--- src/rtl/r4_bin_collector_pkg.sv ---
// Shared types and constants for the radix-4 butterfly result collector.
package r4_pkg;

   localparam int NBINS = 4;

   typedef enum logic [1:0] {
      ST_IDLE,
      ST_SETTLE,
      ST_FULL
   } state_t;

   // Butterfly select codes {c3,c2,c1}, indexed by output bin.
   localparam logic [2:0] BIN_SEL [NBINS] = '{3'b000, 3'b001, 3'b010, 3'b100};

endpackage

--- src/rtl/r4_bin_collector.sv ---
// Steps the butterfly select through four bins, captures each settled result
// into a frame register and offers the frame on a valid/ready handshake.
module r4_bin_collector
   import r4_pkg::*;
#(
   parameter int DW     = 4,
   parameter int SETTLE = 1
) (
   input  logic              wb_clk_i,
   input  logic              wb_rst_ni,
   input  logic              start_i,
   input  logic              clr_i,
   output logic [2:0]        sel_o,
   input  logic [DW-1:0]     xr_i,
   input  logic [DW-1:0]     xi_i,
   output logic              busy_o,
   output logic              frame_valid_o,
   input  logic              frame_ready_i,
   output logic [4*DW-1:0]   frame_xr_o,
   output logic [4*DW-1:0]   frame_xi_o,
   output logic              overrun_o
);

   localparam logic [3:0] CNT_RELOAD = 4'(SETTLE - 1);

   state_t                 state_q;
   logic [1:0]             bin_q;
   logic [3:0]             cnt_q;
   logic [2:0]             sel_q;
   logic                   overrun_q;
   logic [NBINS*DW-1:0]    frame_xr_q;
   logic [NBINS*DW-1:0]    frame_xi_q;

   logic                   handshake;
   logic                   start_ok;
   logic                   start_drop;

   assign handshake  = (state_q == ST_FULL) && frame_ready_i;
   // A start is taken in IDLE, or in FULL when the current frame is consumed
   // in the same cycle; anywhere else it is lost.
   assign start_ok   = start_i && ((state_q == ST_IDLE) || handshake);
   assign start_drop = start_i && !start_ok;

   always_ff @(posedge wb_clk_i or negedge wb_rst_ni) begin
      if (!wb_rst_ni) begin
         state_q    <= ST_IDLE;
         bin_q      <= 2'd0;
         cnt_q      <= 4'd0;
         sel_q      <= 3'b000;
         overrun_q  <= 1'b0;
         frame_xr_q <= '0;
         frame_xi_q <= '0;
      end else begin
         if (start_drop) begin
            overrun_q <= 1'b1;
         end else if (clr_i) begin
            overrun_q <= 1'b0;
         end

         case (state_q)
            ST_IDLE, ST_FULL: begin
               if (start_ok) begin
                  state_q <= ST_SETTLE;
                  bin_q   <= 2'd0;
                  sel_q   <= BIN_SEL[0];
                  cnt_q   <= CNT_RELOAD;
               end else if (handshake) begin
                  state_q <= ST_IDLE;
               end
            end
            ST_SETTLE: begin
               if (cnt_q != 4'd0) begin
                  cnt_q <= cnt_q - 4'd1;
               end else begin
                  frame_xr_q[bin_q*DW +: DW] <= xr_i;
                  frame_xi_q[bin_q*DW +: DW] <= xi_i;
                  if (bin_q != 2'd3) begin
                     bin_q <= bin_q + 2'd1;
                     sel_q <= BIN_SEL[bin_q + 2'd1];
                     cnt_q <= CNT_RELOAD;
                  end else begin
                     state_q <= ST_FULL;
                  end
               end
            end
            default: state_q <= ST_IDLE;
         endcase
      end
   end

   assign sel_o         = sel_q;
   assign busy_o        = (state_q != ST_IDLE);
   assign frame_valid_o = (state_q == ST_FULL);
   assign frame_xr_o    = frame_xr_q;
   assign frame_xi_o    = frame_xi_q;
   assign overrun_o     = overrun_q;

endmodule

--- config.mk ---
export PLATFORM = sky130hd
export DESIGN_NAME = r4_bin_collector
export DESIGN_NICKNAME = d
export VERILOG_FILES = /design/src/rtl/r4_bin_collector_pkg.sv /design/src/rtl/r4_bin_collector.sv
export SDC_FILE = /design/constraint.sdc
export NUM_CORES = 1
export LEC_CHECK = 0
export CAP_MARGIN = 10
export CORE_UTILIZATION = 32
export CTS_BUF_LIST = sky130_fd_sc_hd__clkbuf_4 sky130_fd_sc_hd__clkbuf_8 sky130_fd_sc_hd__clkbuf_16
export DETAILED_ROUTE_END_ITERATION = 16
export SLEW_MARGIN = 5
export SYNTH_ARGS = -nofsm -noshare
export SYNTH_HDL_FRONTEND = slang
export SYNTH_SLANG_ARGS = --single-unit
--- constraint.sdc ---
create_clock -name wb_clk_i -period 1.6 [get_ports wb_clk_i]
set_input_delay 0.48 -clock wb_clk_i [delete_from_list [all_inputs] [get_ports wb_clk_i]]
set_output_delay 0.48 -clock wb_clk_i [all_outputs]
set_load 0.03 [all_outputs]
==> results of run 1 <==
==> synth_stat cells <==
master and instances:
and2_1 1, nand2b_1 5, ha_1 9, o2bb2ai_1 1, nand3_1 3, inv_1 7
buf_2 5, o21ai_0 31, nor4b_4 1, o21ai_1 6, nor2_1 3, nor3b_1 3
nor3_1 2, a22o_1 5, nand3_2 1, o22a_1 1, mux2_2 1, nand2_1 68
a21oi_1 1, a211o_1 1, dfrtp_1 44, or2_2 1, nor2b_1 1, a21o_1 1
o31ai_1 1, nor3b_2 1, o22ai_1 1
==> final cells by class <==
class | count | area, um2
Timing Repair Buffer | 73 | 634
Clock inverter | 3 | 42.5
Fill cell | 563 | 3070
Inverter | 7 | 26.3
Tap cell | 75 | 93.8
Clock buffer | 5 | 68.8
Multi-Input combinational cell | 149 | 877
Sequential cell | 44 | 1100
==> flip-flops by register name, summed over array words and instances, names as in the netlist <==
name	cells
bin_q	2
cnt_q	4
frame_xi_o	16
frame_xr_o	16
overrun_o	1
sel_o	3
state_q	2
==> routing by layer <==
metal / GRT usage / up-vias / wire length, um
li1: - / 837 / -
met1: 0.196 / 721 / 2080
met2: 0.247 / 39 / 2110
met3: 0.0341 / 5 / 245
met4: 0.0429 / 0 / 48
met5: 0 / - / 0
==> through the flow <==
stage | setup WS, ns | instances
2_1_floorplan | -0.146 | 205
3_3_place_gp | -0.231 | 341
3_5_place_dp | -0.232 | 341
4_1_cts | 0.000653 | 353
5_1_grt | -0.0254 | 356
6_report | 0.0445 | 356
==> worst min-delay path by stage <==
stage	startpoint	endpoint	slack (ns)	cells past startpoint
3_5_place_dp	frame_xi_o[3]	frame_xi_o[3]	0.47	2
4_1_cts	wb_rst_ni	frame_xi_o[14]	0.16	2
6_report	wb_rst_ni	frame_xi_o[11]	0.15	2
5_1_grt	wb_rst_ni	frame_xi_o[11]	0.17	2
3_3_place_gp	frame_xi_o[9]	frame_xi_o[9]	0.46	2
2_1_floorplan	wb_rst_ni	bin_q[0]	0.18	0
==> report_power, final <==
group          internal (mW)  switching (mW)
registers               1.60           0.297
clock network          0.462           0.377
logic                   1.35            1.99
==> cells by family (layout without fill, tap and decap cells) <==
kind of cell | count (synthesis) | in the layout | synth area share
AO/OA/AOI/OAI | 49 | 49 | 0.143
adder cells (fa/ha/maj) | 9 | 9 | 0.0572
buffers and inverters | 12 | 88 | 0.0261
AND/OR/NAND/NOR | 90 | 90 | 0.209
multiplexers | 1 | 1 | 0.00572
flip-flops | 44 | 44 | 0.559
==> what timing repair did <==
action                                  CTS  global route
resized for setup                        40            12
endpoints found under the setup margin   48            34
setup buffers                             4             3
pin swaps                                 0             1
==> results.cfg, run 1 <==
[clocking]
cts_tree = yes
ctsHoldBuffers = 0
clock_latency_ns = 0.29
clock-sinks = 44
clk_pin_slew_ns = 0.09
root_buffer = clkbuf_8
clk_path_buf_depth = 2
h-tree-depth = 2
cts_buffers = 5

[sta]
setup_tns_ns = 0
period_minus_slack_ns = 1.56
worst_pin_slew_ns = 0.322
slew_headroom = 0.786
final_hold_viol_count = 0
fmax_mhz = 643
post-route-period-util = 0.972
finClkSkew_ns = 0.00547
setup_viol = 0
maxSlewViolCount = 0
hold_slack_ns = 0.154

[drt]
ant_nets = 0
drt_iter0_markers = 85
drt-vias-per-instance = 4.50
drt-pass1-iter-count = 4
drcViolationCount = 0
vias = 1602
wl_um = 4480
post_drt_wl_per_cell_um = 12.6

[global_routing]
first_global_vias = 1525
grt_max_degree = 45
antenna_found_initial = 0
gr-total-overflow = 0
grt_pass1_wl_um = 7380
grt_util_all_layers = 0.150

[placed_design]
place_congestion = 0.738
io_buffers = 50
dp_hpwl_um = 3150
place_area_um2 = 2660

[finish]
layout.cells.most_common = nand2_1
design_area_um2 = 2850
final_cell_mix = 68 x nand2_1, 42 x dfrtp_1, 36 x dlygate4sd2_1
num-nets-final = 302
num_antenna_cells = 0
area_growth_pct = 44.6
drive_gt1_frac = 0.178
final_util = 0.481

[worst_setup_path]
start_kind = flip-flop
crit_path_start = frame_xi_o[1]
crit_family = buffers and inverters
crit_path_max_incr_delay_ns = 0.40
regToRegEndpoint = bin_q[0]
setup.worst_path.class = flip-flop to output port
cp_max_fo = 2
end_kind = output port
reg2reg_slack_ns = 0.06
required_ns = 1.12
worstReg2RegStart = bin_q[0]
ff2ff_path_depth = 6
cp_slowest_cell = dlygate4sd2_1
path_cells = dlygate4sd2_1
worstPathArrival_ns = 1.08
setup.worst_path.end = frame_xi_o[1]
cp.depth = 1
critPathBufInv = 1

[floorplanning]
core-area_um2 = 5920
dieArea_um2 = 6470
start_util = 0.332
pin_count = 51
die_x_um = 80.4
die_y_um = 80.4
rows = 28

[yosys]
ys_top_cells_by_area = dfrtp_1 56%, nand2_1 13%, o21ai_0 7.9%
netlist.area_leader.share = 0.559
netlist_area_um2 = 1970
synth_warnings = 0
synth-seq-cells = 44
ys_seq_area_frac = 0.559
yosys.area.top_type = dfrtp_1
avgSynthCellArea_um2 = 9.60
synth_cell_types = 27
synth.net_count = 227
synth_cells = 205

[power_and_ir_drop]
power.density_nw_per_um2 = 2140
ir_drop_uv = 770
power_mw = 6.08
p_leak_nw = 1.38

[run]
cap_violations = 0

[hold_path]
hold_path.class = input pin to async pin

[run_status]
status = complete, no violations
(Power assumes the default switching activity.)
==> inputs of run 2 (changes only) <==
CAP_MARGIN = 20   (was 10)
PLACE_DENSITY = 0.7   (was unset)
==> run 2 against run 1 <==
Effect of this change: routed wire length decreased by 0.69%; via count increased by 2.5%; utilization decreased by 0.76 points; critical path depth unchanged; maximum frequency increased by 0.27%; clock power increased by 4.5%; critical path type unchanged.
==> results.cfg, run 2 (same netlist as run 1, synthesis figures left out) <==
[run_status]
status = complete, no violations

[power_and_ir_drop]
pwr-share-clk = 0.145
power.density_nw_per_um2 = 2160
power_frac_seq = 0.317
ir_drop_uv = 932
p_sw_mw = 2.68
p_int_mw = 3.37
p_leak_nw = 1.34
comb_power_share = 0.538
sw_frac_of_total = 0.443

[clocking]
clock-sinks = 44
root_buffer = clkbuf_8
ctsHoldBuffers = 0
clk_pin_slew_ns = 0.09
cts_tree = yes
h-tree-depth = 2
cts_buffers = 5
clock_latency_ns = 0.30
clk_path_buf_depth = 2

[placed_design]
placedCellCount = 340
place_area_um2 = 2650
io_buffers = 50
preCtsSetupSlack_ns = -0.229
dp_hpwl_um = 3230
place_congestion = 0.772

[hold_path]
hold_path.class = input pin to async pin

[finish]
layout.cells.most_common = nand2_1
nFillCells = 567
design_area_um2 = 2800
instances_no_fill = 354
drive_gt1_frac = 0.172
num_antenna_cells = 0
final_cell_mix = 68 x nand2_1, 42 x dfrtp_1, 31 x dlygate4sd2_1
num-nets-final = 300
area_growth_pct = 42.3

[drt]
drt-pass1-iter-count = 4
vias = 1642
post_drt_wl_per_cell_um = 12.6
drt-vias-per-instance = 4.64
wl_um = 4450
ant_nets = 0
drt_iter0_markers = 69
drcViolationCount = 0

[worst_setup_path]
worstPathArrival_ns = 1.07
path_cells = dlygate4sd2_1
regToRegEndpoint = bin_q[0]
ff2ff_path_depth = 6
end_kind = output port
setup.worst_path.end = frame_xr_o[11]
worstReg2RegStart = bin_q[1]
crit_family = buffers and inverters
required_ns = 1.12
cp.depth = 1
crit_path_max_incr_delay_ns = 0.41
crit_path_start = frame_xr_o[11]
start_kind = flip-flop
cp_max_fo = 2
critPathBufInv = 1
setup.worst_path.class = flip-flop to output port
cp_slowest_cell = dlygate4sd2_1
reg2reg_slack_ns = 0.06

[floorplanning]
rows = 28
core-area_um2 = 5920
die_y_um = 80.4
pin_count = 51
dieArea_um2 = 6470
start_util = 0.332
die_x_um = 80.4

[sta]
setup_viol = 0
slew_headroom = 0.780
fmax_mhz = 645
final_hold_viol_count = 0
worst_pin_slew_ns = 0.329
period_minus_slack_ns = 1.55
maxSlewViolCount = 0
post-route-period-util = 0.970
finClkSkew_ns = 0.00802
setup_tns_ns = 0
hold_slack_ns = 0.144
layout_setup_ws_ns = 0.0487

[global_routing]
met1_usage = 0.194
gr-total-overflow = 0
grt_util_all_layers = 0.153
grt_max_degree = 45
use_met3 = 0.0352
grt.busiest_layer = met2
first_global_vias = 1531
grt_util_met2 = 0.253
grt_pass1_wl_um = 7460
antenna_found_initial = 0

[run]
cap_violations = 0
[run 2: power groups by stage]
stage	Combinational [mW]	Clock, mW	Sequential [mW]
6_report	3.25	0.877	1.92
5_1_grt	3.59	0.952	1.98
4_1_cts	3.15	0.907	1.93
3_5_place_dp	3.32	0	1.97
3_3_place_gp	3.26	0	1.96
2_1_floorplan	1.17	0	2.72
[run 2: area by class of cell]
cell class,count,area (um2),area share
sequential,44,1100,0.394
multi-input combinational,149,846,0.302
timing repair buffer,71,617,0.220
tap,75,93.8,0.0335
clock buffer,5,68.8,0.0246
clock inverter,3,46.3,0.0165
inverter,7,26.3,0.00938
[run 2: what timing repair did]
action,4_1_cts,5_1_grt
pin swaps,0,1
setup buffers,2,4
endpoints found under the hold margin,0,0
gates resized for setup,40,14
cloned,0,0
endpoints found under the setup margin,64,37
[run 2: how the worst min path moves through the flow]
stage / from / to / slack (ns) / cells after the start
2_1_floorplan: wb_rst_ni / bin_q[0] / 0.18 / 0
3_3_place_gp: frame_xi_o[4] / frame_xi_o[4] / 0.46 / 2
3_5_place_dp: frame_xr_o[5] / frame_xr_o[5] / 0.47 / 2
4_1_cts: wb_rst_ni / sel_o[0] / 0.14 / 2
5_1_grt: wb_rst_ni / frame_xi_o[15] / 0.15 / 2
6_report: wb_rst_ni / frame_xi_o[15] / 0.14 / 2
[run 2: metrics by stage]
stage                      util  power [mW]
final                     0.473        6.04
after floorplan               -        3.89
after global routing      0.473        6.52
after global placement    0.448        5.22
after CTS                 0.465        5.99
after detailed placement  0.448        5.29
[run 2: metal layers]
layer,wire [um],up-vias
li1,-,831
met1,1980,769
met2,2210,36
met3,219,6
met4,49,0
met5,0,-
